[config.mk]
export PLATFORM = sky130hd
export DESIGN_NAME = spi_stream_engine_flat
export DESIGN_NICKNAME = d
export VERILOG_FILES = /design/src/rtl/spi_stream_engine_if.sv /design/src/rtl/spi_stream_engine.sv /design/src/flat_wrapper.sv
export SDC_FILE = /design/constraint.sdc
export NUM_CORES = 1
export LEC_CHECK = 0
export ABC_AREA = 1
export CORE_MARGIN = 2
export CORE_UTILIZATION = 40
export DETAILED_ROUTE_END_ITERATION = 16
export HOLD_SLACK_MARGIN = 0.03
export PLACE_DENSITY = 0.7
export SYNTH_ARGS = -nofsm -noshare
export SYNTH_HDL_FRONTEND = slang
export SYNTH_SLANG_ARGS = --single-unit
[constraint.sdc]
create_clock -name clock -period 4.6 [get_ports clock]
set_input_delay 0.46 -clock clock [delete_from_list [all_inputs] [get_ports clock]]
set_output_delay 0.46 -clock clock [all_outputs]
set_load 0.05 [all_outputs]
[src/rtl/spi_stream_engine_if.sv]
// FIFO handshakes and SPI pins of the SPI stream engine.
// The master modport is the engine side and the slave modport is the FIFO/device side.
interface spi_stream_engine_if #(
  parameter int WIDTH = 8
);
  logic             tx_pop;
  logic [WIDTH-1:0] tx_data;
  logic             tx_nempty;
  logic             rx_shift;
  logic [WIDTH-1:0] rx_data;
  logic             rx_full;
  logic             sclk;
  logic             mosi;
  logic             miso;
  logic             cs_n;

  modport master (
    output tx_pop,
    input  tx_data,
    input  tx_nempty,
    output rx_shift,
    output rx_data,
    input  rx_full,
    output sclk,
    output mosi,
    input  miso,
    output cs_n
  );

  modport slave (
    input  tx_pop,
    output tx_data,
    output tx_nempty,
    input  rx_shift,
    input  rx_data,
    output rx_full,
    input  sclk,
    input  mosi,
    output miso,
    input  cs_n
  );
endinterface

[src/rtl/spi_stream_engine.sv]
// SPI mode-0 master between a TX byte FIFO and an RX byte FIFO.
// Words are shifted MSB-first, and chip select is held across back-to-back words.
module spi_stream_engine #(
  parameter int WIDTH    = 8,
  parameter int DIV_BITS = 8
) (
  input  logic                clock,
  input  logic                reset_n,
  input  logic                enable,
  input  logic [DIV_BITS-1:0] clkdiv,
  output logic                busy,
  spi_stream_engine_if.master sif
);
  localparam int CNT_W = $clog2(WIDTH);

  typedef enum logic [2:0] {
    ST_IDLE  = 3'd0,
    ST_POP   = 3'd1,
    ST_LOAD  = 3'd2,
    ST_LOW   = 3'd3,
    ST_HIGH  = 3'd4,
    ST_STORE = 3'd5
  } state_e;

  state_e              state_q, state_d;
  logic [WIDTH-1:0]    tx_sr_q, tx_sr_d;
  logic [WIDTH-1:0]    rx_sr_q, rx_sr_d;
  logic [DIV_BITS-1:0] div_q, div_d;
  logic [DIV_BITS-1:0] reload_q, reload_d;
  logic [CNT_W-1:0]    bit_q, bit_d;
  logic                mosi_q, mosi_d;
  logic                sclk_q, sclk_d;
  logic                cs_n_q, cs_n_d;
  logic                tx_pop_q, tx_pop_d;
  logic                busy_q, busy_d;

  // Next-state, datapath and next-output logic.
  always_comb begin
    state_d  = state_q;
    tx_sr_d  = tx_sr_q;
    rx_sr_d  = rx_sr_q;
    div_d    = div_q;
    reload_d = reload_q;
    bit_d    = bit_q;
    mosi_d   = mosi_q;
    case (state_q)
      ST_IDLE: begin
        if (enable && sif.tx_nempty) state_d = ST_POP;
        else                         state_d = ST_IDLE;
      end
      ST_POP: state_d = ST_LOAD;
      ST_LOAD: begin
        tx_sr_d  = sif.tx_data;
        reload_d = clkdiv;
        div_d    = clkdiv;
        bit_d    = CNT_W'(WIDTH - 1);
        mosi_d   = sif.tx_data[WIDTH-1];
        state_d  = ST_LOW;
      end
      ST_LOW: begin
        if (div_q == '0) begin
          // The DUT samples MISO on the same edge where SCLK rises.
          rx_sr_d = {rx_sr_q[WIDTH-2:0], sif.miso};
          div_d   = reload_q;
          state_d = ST_HIGH;
        end else begin
          div_d = div_q - DIV_BITS'(1);
        end
      end
      ST_HIGH: begin
        if (div_q != '0) begin
          div_d = div_q - DIV_BITS'(1);
        end else if (bit_q == '0) begin
          state_d = ST_STORE;
        end else begin
          div_d   = reload_q;
          bit_d   = bit_q - CNT_W'(1);
          tx_sr_d = {tx_sr_q[WIDTH-2:0], 1'b0};
          mosi_d  = tx_sr_q[WIDTH-2];
          state_d = ST_LOW;
        end
      end
      ST_STORE: begin
        if (sif.rx_full)                  state_d = ST_STORE;
        else if (enable && sif.tx_nempty) state_d = ST_POP;
        else                              state_d = ST_IDLE;
      end
      default: state_d = ST_IDLE;
    endcase

    // Pin outputs are registered from the upcoming state so that they line up with it.
    sclk_d   = (state_d == ST_HIGH);
    tx_pop_d = (state_d == ST_POP);
    busy_d   = (state_d != ST_IDLE);
    case (state_d)
      ST_IDLE: cs_n_d = 1'b1;
      ST_POP:  cs_n_d = cs_n_q;
      default: cs_n_d = 1'b0;
    endcase
  end

  // State, datapath and output registers.
  always_ff @(posedge clock or negedge reset_n) begin
    if (!reset_n) begin
      state_q  <= ST_IDLE;
      tx_sr_q  <= '0;
      rx_sr_q  <= '0;
      div_q    <= '0;
      reload_q <= '0;
      bit_q    <= '0;
      mosi_q   <= 1'b0;
      sclk_q   <= 1'b0;
      cs_n_q   <= 1'b1;
      tx_pop_q <= 1'b0;
      busy_q   <= 1'b0;
    end else begin
      state_q  <= state_d;
      tx_sr_q  <= tx_sr_d;
      rx_sr_q  <= rx_sr_d;
      div_q    <= div_d;
      reload_q <= reload_d;
      bit_q    <= bit_d;
      mosi_q   <= mosi_d;
      sclk_q   <= sclk_d;
      cs_n_q   <= cs_n_d;
      tx_pop_q <= tx_pop_d;
      busy_q   <= busy_d;
    end
  end

  // The push strobe must follow rx_full within the same cycle, so it is decoded directly.
  assign sif.rx_shift = (state_q == ST_STORE) && !sif.rx_full;
  assign sif.rx_data  = rx_sr_q;
  assign sif.tx_pop   = tx_pop_q;
  assign sif.sclk     = sclk_q;
  assign sif.mosi     = mosi_q;
  assign sif.cs_n     = cs_n_q;
  assign busy         = busy_q;
endmodule
[src/flat_wrapper.sv]
// flat-port wrapper written by rule: the top's interface ports become plain ports
module spi_stream_engine_flat 
#(
  parameter int WIDTH    = 8,
  parameter int DIV_BITS = 8
)
  (clock, reset_n, enable, clkdiv, busy, sif_tx_pop, sif_tx_data, sif_tx_nempty, sif_rx_shift, sif_rx_data, sif_rx_full, sif_sclk, sif_mosi, sif_miso, sif_cs_n);
  spi_stream_engine_if #(.WIDTH(WIDTH)) sif_i ();
  input  logic clock;
  input  logic reset_n;
  input  logic enable;
  input  logic [DIV_BITS-1:0] clkdiv;
  output logic busy;
  output wire logic [$bits(sif_i.tx_pop)-1:0] sif_tx_pop;
  input wire logic [$bits(sif_i.tx_data)-1:0] sif_tx_data;
  input wire logic [$bits(sif_i.tx_nempty)-1:0] sif_tx_nempty;
  output wire logic [$bits(sif_i.rx_shift)-1:0] sif_rx_shift;
  output wire logic [$bits(sif_i.rx_data)-1:0] sif_rx_data;
  input wire logic [$bits(sif_i.rx_full)-1:0] sif_rx_full;
  output wire logic [$bits(sif_i.sclk)-1:0] sif_sclk;
  output wire logic [$bits(sif_i.mosi)-1:0] sif_mosi;
  input wire logic [$bits(sif_i.miso)-1:0] sif_miso;
  output wire logic [$bits(sif_i.cs_n)-1:0] sif_cs_n;
  assign sif_tx_pop = sif_i.tx_pop;
  assign sif_i.tx_data = sif_tx_data;
  assign sif_i.tx_nempty = sif_tx_nempty;
  assign sif_rx_shift = sif_i.rx_shift;
  assign sif_rx_data = sif_i.rx_data;
  assign sif_i.rx_full = sif_rx_full;
  assign sif_sclk = sif_i.sclk;
  assign sif_mosi = sif_i.mosi;
  assign sif_i.miso = sif_miso;
  assign sif_cs_n = sif_i.cs_n;
  spi_stream_engine #(.WIDTH(WIDTH), .DIV_BITS(DIV_BITS)) u_core (.clock(clock), .reset_n(reset_n), .enable(enable), .clkdiv(clkdiv), .busy(busy), .sif(sif_i));
endmodule
Word-level counts from Yosys, hierarchy flattened
Index checks and enable logic that the tools add are counted.

Multiplexer cells: 20. Add/sub/neg operators: 2. Reductions and logical operators: 14. Eq/ne operators: 10.

Operators with widths (count): $mux W8 (3); $pmux W8 S3 (1); $mux W3 (6); $pmux W3 S6 (1); $mux W7 (2); $pmux W7 S2 (1); $eq A3 B3 Y1 const B (3); $logic_not A3 Y1 (3); $logic_not A8 Y1 (1); $reduce_bool A8 Y1 (1); $sub A8 B1 Y8 const B (1); $eq A3 B1 Y1 const B (2); $eq A3 B2 Y1 const B (2); $pmux W3 S2 (1); $reduce_bool A3 Y1 (2); $ne A2 B2 Y1 const B (2); $pmux W1 S2 (2); $reduce_and A2 Y1 (2); $mux W1 (3); $ne A3 B2 Y1 const B (1); $reduce_and A3 Y1 (1); $sub A3 B1 Y3 const B (1); $logic_and A1 B1 Y1 (2); $reduce_bool A2 Y1 (1); $logic_not A1 Y1 (1).

Word-level logic and storage cells: 57. Register bits: 42.

Depth between registers and ports, before layout
Gate-level depths: netlist of the first run.

Depth after elaboration: 6. Mapped depth: 11. Mapped depth without buffers: 10.

Least setup slack after synthesis of the first run
OpenSTA, ideal clock, no wires.

Path kind: reg2out. Start: register u_core.state_q[1]. End: output port sif_rx_shift. Setup slack: 2.903 ns. Stages on the path, launching flop included: 4. Data arrival time: 1.237 ns. Path buffers: 0. Cell sequence: dfrtp_1 -> inv_1 -> nand3_1 -> nor2_1.

Word-level cells in the longest chain between the ends: 2.

RTL lines: start, declared (line spi_stream_engine.sv:25) `state_e state_q, state_d;`; start signal, assigned (line spi_stream_engine.sv:117) `state_q <= state_d;`; $eq A3 B3 Y1 (line spi_stream_engine.sv:132) `assign sif.rx_shift = (state_q == ST_STORE) && !sif.rx_full;`; $logic_and A1 B1 Y1 (line spi_stream_engine.sv:132); end, declared (line flat_wrapper.sv:17) `output wire logic [$bits(sif_i.rx_shift)-1:0] sif_rx_shift;`.

No other way between the ends.

Final worst setup path of the first run
Ends and elaborated chain as after synthesis.

==> results of run 1 <==
==> report_power, final <==
part	internal [mW]	total, mW	switching, mW
clock	0.121	0.245	0.123
sequential	0.512	0.605	0.0932
combinational	0.252	0.737	0.485
==> critical path: stages (launching register included) <==
cell and delay (ns):
sky130_fd_sc_hd__dfrtp_1 0.44, sky130_fd_sc_hd__inv_1 0.11, sky130_fd_sc_hd__nand3_1 0.09, sky130_fd_sc_hd__nor2_1 0.11, sky130_fd_sc_hd__clkdlybuf4s50_1 0.81
==> logic make-up (layout without fill, tap and decap cells) <==
kind of cell | after synthesis | count (layout) | synth area share (%)
AOI/OAI and AO/OA | 43 | 43 | 10.3
xor gates and xnor gates | 2 | 2 | 0.761
adders and majority gates | 3 | 3 | 1.63
buffers and inverters | 47 | 85 | 8.91
DFF | 42 | 42 | 45.7
muxes | 6 | 6 | 3.91
and+or+nand+nor | 142 | 142 | 28.8
==> cell usage after synthesis, drive strengths merged <==
cell type / count / share of area (%)
dfrtp: 41 / 45
nor2: 37 / 7.4
xor2: 2 / 0.76
o21ai: 29 / 6.5
nand2: 89 / 17
inv: 42 / 6.8
clkbuf: 1 / 0.16
a21boi: 1 / 0.81
nand4: 1 / 0.27
dfstp: 1 / 1.1
nand3: 15 / 3.9
mux2: 6 / 3.9
ha: 3 / 1.6
o211ai: 1 / 0.33
buf: 4 / 1.9
o21a: 1 / 0.33
a21oi: 11 / 2.4
==> cell type report <==
class | count | area [µm²] | area share (%)
clock buffers | 7 | 86.3 | 3.10
multi-input cells | 196 | 1050 | 37.6
clock inverters | 1 | 5.00 | 0.180
flip-flops and latches | 42 | 1050 | 37.8
well taps | 72 | 90.1 | 3.24
inverters | 42 | 158 | 5.67
repair buffers | 35 | 345 | 12.4
==> flip-flops by register name, indices dropped and copies added (netlist names) <==
register / cells
u_core.sif.cs_n: 1
u_core.div_q: 8
u_core.state_q: 3
u_core.sif.sclk: 1
u_core.sif.mosi: 1
u_core.bit_q: 3
u_core.reload_q: 8
u_core.sif.rx_data: 8
u_core.tx_sr_q: 7
u_core.sif.tx_pop: 1
u_core.busy: 1
==> worst max-delay path by stage <==
stage | to | depth (start not counted)
floorplan | sif_rx_shift | 3
global placement | sif_rx_shift | 3
detailed placement | sif_rx_shift | 3
CTS | sif_rx_shift | 4
global route | sif_rx_shift | 4
finish | sif_rx_shift | 4
==> layer usage <==
metal  vias to the layer above  global-route usage (%)  part of all wire, %  wire, µm
li1                        957                       -                    -         -
met1                       846                    20.2                   48      2110
met2                        23                    25.4                   47      2030
met3                         6                    3.85                  3.2       138
met4                         0                    6.61                  1.8        80
met5                         -                       0                    0         0
==> per-stage QoR <==
step                      cells  setup WS (ns)  hold WS [ns]  utilization [%]
after floorplan             285           2.90         0.164                -
after global placement      387           2.36         0.464             48.6
after detailed placement    387           2.36         0.466             48.6
after CTS                   395           2.29         0.340             50.2
after global routing        395           2.15         0.383             50.2
final                       395           2.29         0.301             50.2
==> cell usage in the layout, fill, tap and decap left out, types with 4 or more instances in the layout <==
master / Yosys / layout
sky130_fd_sc_hd__nand2_1: 78 / 78
sky130_fd_sc_hd__dfrtp_1: 41 / 41
sky130_fd_sc_hd__inv_1: 38 / 38
sky130_fd_sc_hd__clkdlybuf4s50_1: 0 / 34
sky130_fd_sc_hd__nor2_1: 30 / 30
sky130_fd_sc_hd__o21ai_0: 26 / 26
sky130_fd_sc_hd__nand3_1: 12 / 12
sky130_fd_sc_hd__a21oi_1: 11 / 11
sky130_fd_sc_hd__nand2_2: 6 / 6
sky130_fd_sc_hd__mux2_4: 6 / 6
sky130_fd_sc_hd__clkbuf_8: 0 / 6
sky130_fd_sc_hd__nor2_2: 4 / 4
sky130_fd_sc_hd__nand2_4: 4 / 4
sky130_fd_sc_hd__inv_2: 4 / 4
==> Flow_metrics.wiki, run 1 <==
{| class="wikitable"
! Metric !! Value
|-
| Status || complete, no violations
|-
| Required arrival time at the worst endpoint || 4.14 ns
|-
| Number of levels the H-tree was split into || 2
|-
| Actual slew at the worst max-slew pin || 0.930 ns
|-
| Net count after synthesis || 310
|-
| Maximum number of pins on one net before global-route repair || 43
|-
| Yosys synthesis warning count || 0
|-
| Total die area || between 6000 and 7000 µm²
|-
| Layout cells sized above 1 || 13.0%
|-
| # port buffers || 35
|-
| Max_slew headroom || between 30% and 40%
|-
| Number of fill cells || 561
|-
| Unrepaired setup endpoints after global routing || no
|-
| Final worst path period need || 2.31 ns
|-
| R2r endpoint || u_core.sif.mosi
|-
| Maximum clock insertion buffer count || 2
|-
| Routed vias || roughly 1800
|-
| Number of register bits inferred by synthesis || 42
|-
| Synthesized area divided by synthesized cell count || slightly above 8 µm²
|-
| Cell area after layout || 2780 µm²
|-
| Leakage component of the power || 1.42 nW
|-
| I/O pin count || 36
|-
| FF-to-FF path depth || 8
|-
| CTS Hold Bufs || 0
|-
| TNS Setup || 0 ns
|-
| Number of failing setup endpoints in the final timing report || 0
|-
| Setup crit start || u_core.state_q[1]
|-
| Crit Reg-Reg Startpoint || u_core.div_q[0]
|-
| Total standard cell area after synthesis || 2300 µm²
|-
| Global-route wire length before repair || 7870 µm
|-
| Number of global-route vias before repair || 1766
|-
| Upper clock frequency limit || roughly 0.43 GHz
|-
| Largest clock skew in the final design || 0.00609 ns
|-
| Setup crit start kind || flip-flop
|-
| Floorplan die width || roughly 80 µm
|-
| Placer's final routability congestion estimate || 0.833
|-
| Total power consumption of the routed design || ~1.6 mW
|-
| Initial standard-cell utilization of the core || 41.6%
|-
| Critical Path AT || 1.85 ns
|-
| Overall overflow remaining after global route || 0
|-
| Minimum setup slack among reg-to-reg paths || approximately 2.6 ns
|-
| Clock transition time at the flip-flop clock pins of the worst setup and hold paths || roughly 0.080 ns
|-
| Mapped Cells || 285
|-
| Residual antenna-violating net count after detailed routing || 0
|-
| DR iter-0 viols || between 60 and 70
|-
| Skew-Pair Late Insertion Delay || roughly 0.29 ns
|-
| Number of buffers added by the clock tree synthesis step || 5
|-
| Post-CTS Resized || 0
|-
| Number of nets in the layout || between 300 and 400
|-
| Clock tree from TritonCTS || yes
|-
| Endpoints failing hold || 0
|-
| Die extent in y || roughly 80 µm
|-
| Post-place instance area || 2690 µm²
|-
| Startpoint-to-endpoint class of the critical path || reg -> out
|-
| Setup bufs post-CTS || 0
|-
| Critical path peak fanout || 4
|-
| Max capacitance violation total || 0
|-
| Core ar. || approximately 5500 µm²
|-
| Row Count || 27
|-
| Antenna Cells || 0
|-
| Average wire per cell in the routed design || 11.1 µm
|-
| Maximum VDD drop || 0.000320 V
|-
| Worst min path class || in -> async
|-
| Share of synthesized area occupied by flip-flops and latches || 45.7%
|-
| Endpoint class of the critical path || primary output
|-
| Buffer cell driving the clock tree root || sky130_fd_sc_hd__clkbuf_8
|-
| Final period utilization || roughly 50%
|-
| DP Wirelength || 3130 µm
|-
| WL final || 4370 µm
|-
| Vias per inst || 4.64
|-
| Antenna violations before repair || 0
|-
| Signed area change from the synthesized netlist to the final layout || 20.8%
|-
| Clk sinks || between 40 and 50
|-
| Total power per unit cell area || 570 nW/µm²
|-
| Residual DRC || 0
|-
| GRT Overall Usage || between 10% and 20%
|-
| Number of iterations in the first detailed-routing pass || 4
|-
| Post-synthesis cell type count || 29
|-
| Pins over their slew limit || 0
|}
Power figures use the tool's default switching activity.
==> run 2, diff against run 1 <==
--- a/config.mk
+++ b/config.mk
@@ -10,7 +10,7 @@
 export CORE_UTILIZATION = 40
 export DETAILED_ROUTE_END_ITERATION = 16
 export HOLD_SLACK_MARGIN = 0.03
-export PLACE_DENSITY = 0.7
+export PLACE_DENSITY = 0.73
 export SYNTH_ARGS = -nofsm -noshare
 export SYNTH_HDL_FRONTEND = slang
 export SYNTH_SLANG_ARGS = --single-unit
==> constraint.sdc (replaced) <==
create_clock -name clock -period 1.92 [get_ports clock]
set_input_delay 0.192 -clock clock [delete_from_list [all_inputs] [get_ports clock]]
set_output_delay 0.192 -clock clock [all_outputs]
set_load 0.05 [all_outputs]
==> run 2 against run 1 <==
Effect of this change: die area unchanged; register-to-register slack got worse by 2.4 ns; critical path depth decreased by 3; non-clock buffer count increased by 6; largest power group unchanged; largest cell class unchanged.
==> Flow_metrics.wiki, run 2 (synthesized netlist as in run 1, its figures left out) <==
{| class="wikitable"
! Metric !! Value
|-
| Status || complete, no violations
|-
| Leakage component of the power || 1.45 nW
|-
| Total power consumption of the routed design || 3.86 mW
|-
| Clock transition time at the flip-flop clock pins of the worst setup and hold paths || 0.08 ns
|-
| Number of nets in the layout || 353
|-
| Critical Path AT || 1.62 ns
|-
| WL final || 4660 µm
|-
| Number of failing setup endpoints in the final timing report || 0
|-
| Final-layout worst hold slack || ~0.46 ns
|-
| Buffer cell driving the clock tree root || sky130_fd_sc_hd__clkbuf_8
|-
| Row Count || 27
|-
| # port buffers || 35
|-
| Placer's final routability congestion estimate || about 0.87
|-
| Final worst path period need || 1.82 ns
|-
| DP Wirelength || 3410 µm
|-
| Global-route wire length before repair || 8320 µm
|-
| Die extent in y || 79.9 µm
|-
| Initial standard-cell utilization of the core || 41.6%
|-
| Area taken by multi-input logic gates || about 1000 µm²
|-
| Leading cell type in the layout, fill and taps excluded || sky130_fd_sc_hd__nand2_1
|-
| Critical path peak fanout || 2
|-
| Critical path buffer and inverter count || 1
|-
| Setup Slack @ Placement || ~0.21 ns
|-
| Overall overflow remaining after global route || 0
|-
| Signed area change from the synthesized netlist to the final layout || 22.8%
|-
| Largest clock skew in the final design || between 0.004 and 0.005 ns
|-
| Number of iterations in the first detailed-routing pass || 5
|-
| Clk sinks || 42
|-
| Setup crit start kind || flip-flop
|-
| Residual DRC || 0
|-
| Total die area || 6380 µm²
|-
| Routed vias || 1863
|-
| Sequential Area || 1050 µm²
|-
| TNS Setup || 0 ns
|-
| Residual antenna-violating net count after detailed routing || 0
|-
| Required arrival time at the worst endpoint || 1.73 ns
|-
| Antenna Cells || 0
|-
| Endpoints failing hold || 0
|-
| Number of levels the H-tree was split into || 2
|-
| Maximum clock insertion buffer count || 2
|-
| Actual slew at the worst max-slew pin || between 0.5 and 0.6 ns
|-
| Final cell count without fillers || 401
|-
| Max_slew headroom || roughly 65%
|-
| Max capacitance violation total || 0
|-
| Pins over their slew limit || 0
|-
| Number of fill cells || ~560
|-
| Number of global-route vias before repair || 1808
|-
| Clock tree from TritonCTS || yes
|-
| Skew-Pair Late Insertion Delay || around 0.29 ns
|-
| Worst path slowest cell || sky130_fd_sc_hd__clkdlybuf4s50_1
|-
| Final worst setup slack || 0.104 ns
|-
| Top delay family on crit path || buffers and inverters
|-
| Commonest cells after routing, fill and taps aside || sky130_fd_sc_hd__nand2_1 (78), sky130_fd_sc_hd__dfrtp_1 (41), sky130_fd_sc_hd__inv_1 (38), sky130_fd_sc_hd__clkdlybuf4s50_1 (33), sky130_fd_sc_hd__nor2_1 (30)
|-
| Average wire per cell in the routed design || 11.6 µm
|-
| DR iter-0 viols || roughly 120
|-
| Cell Chain, Critical Path || clkdlybuf4s50_1
|-
| Unrepaired setup endpoints after global routing || no
|-
| Core ar. || 5540 µm²
|-
| Number of buffers added by the clock tree synthesis step || 5
|-
| Placed Cells || 392
|-
| Upper clock frequency limit || 0.551 GHz
|-
| Maximum number of pins on one net before global-route repair || 43
|-
| GRT Overall Usage || 16.7%
|-
| Floorplan die width || 79.9 µm
|-
| Total power per unit cell area || 1360 nW/µm²
|-
| Delay contributed by the slowest stage of the critical path || about 0.8 ns
|-
| Endpoint class of the critical path || primary output
|-
| Antenna violations before repair || 0
|-
| Vias per inst || 4.65
|-
| I/O pin count || 36
|-
| Maximum VDD drop || 0.000786 V
|-
| Worst min path class || in -> reg
|-
| Layout cells sized above 1 || between 10 and 15%
|-
| Final period utilization || 94.6%
|-
| Startpoint-to-endpoint class of the critical path || reg -> out
|-
| Post-CTS Resized || 0
|}
## run 2: where the power goes
part | switching (mW) | internal (mW) | leakage [nW]
Combinational | 1.19 | 0.640 | 0.891
Clock | 0.292 | 0.290 | 0.0482
Sequential | 0.222 | 1.23 | 0.508
Total | 1.70 | 2.16 | 1.45
## run 2: through the flow
| step | utilization [%] | instance area [µm²] |
|---|---|---|
| floorplan | - | 2300 |
| global placement | 49.2 | 2730 |
| detailed placement | 49.2 | 2730 |
| CTS | 51.0 | 2830 |
| global route | 51.0 | 2830 |
| finish | 51.0 | 2830 |
## run 2: what timing repair did
item | 4_1_cts | 5_1_grt
hold buffers | 1 | 0
setup endpoints to repair | 0 | 0
hold endpoints to repair | 41 | 0
setup buffers | 0 | 0
## run 2: area by class of cell
class                      instances  share of cell area, %
multi-input combinational        196                   37.0
sequential                        42                   37.2
tap                               72                   3.19
clock buffer                       7                   3.05
inverter                          42                   5.58
clock inverter                     1                  0.177
timing repair buffer              41                   13.8
## run 2: path summary, 6_finish.rpt
kind	slack, ns	cells past startpoint	from	endpoint
min in group asynchronous	0.53	3	reset_n	u_core.tx_sr_q[4]
max in group asynchronous	1.02	3	reset_n	u_core.sif.rx_data[7]
hold / removal	0.46	3	sif_tx_data[0]	u_core.tx_sr_q[0]
setup reg to reg	0.21	10	u_core.div_q[0]	u_core.sif.cs_n
setup / recovery	0.10	1	u_core.sif.cs_n	sif_cs_n
hold reg to reg	0.48	2	u_core.reload_q[6]	u_core.reload_q[6]
## run 2: per-layer routing
layer	wire length, µm	global-route usage (%)
met1	2140	21.8
met5	0	0
met2	2220	26.7
met4	110	7.46
met3	189	3.39
## run 2: worst register-to-register path: cells and delay by family, from the launching register on
| kind | cells | cell delay [ns] |
|---|---|---|
| flops | 1 | 0.40 |
| buf+inv | 3 | 0.25 |
| simple gates | 6 | 0.80 |
| fa+ha+maj | 1 | 0.23 |
==> run 3, diff against run 2 <==
--- a/config.mk
+++ b/config.mk
@@ -6,6 +6,7 @@
 export NUM_CORES = 1
 export LEC_CHECK = 0
 export ABC_AREA = 1
+export CAP_MARGIN = 40
 export CORE_MARGIN = 2
 export CORE_UTILIZATION = 40
 export DETAILED_ROUTE_END_ITERATION = 16
==> results of run 3 <==
Same layout as run 2: the final DEF is identical, and so are final timing and power.
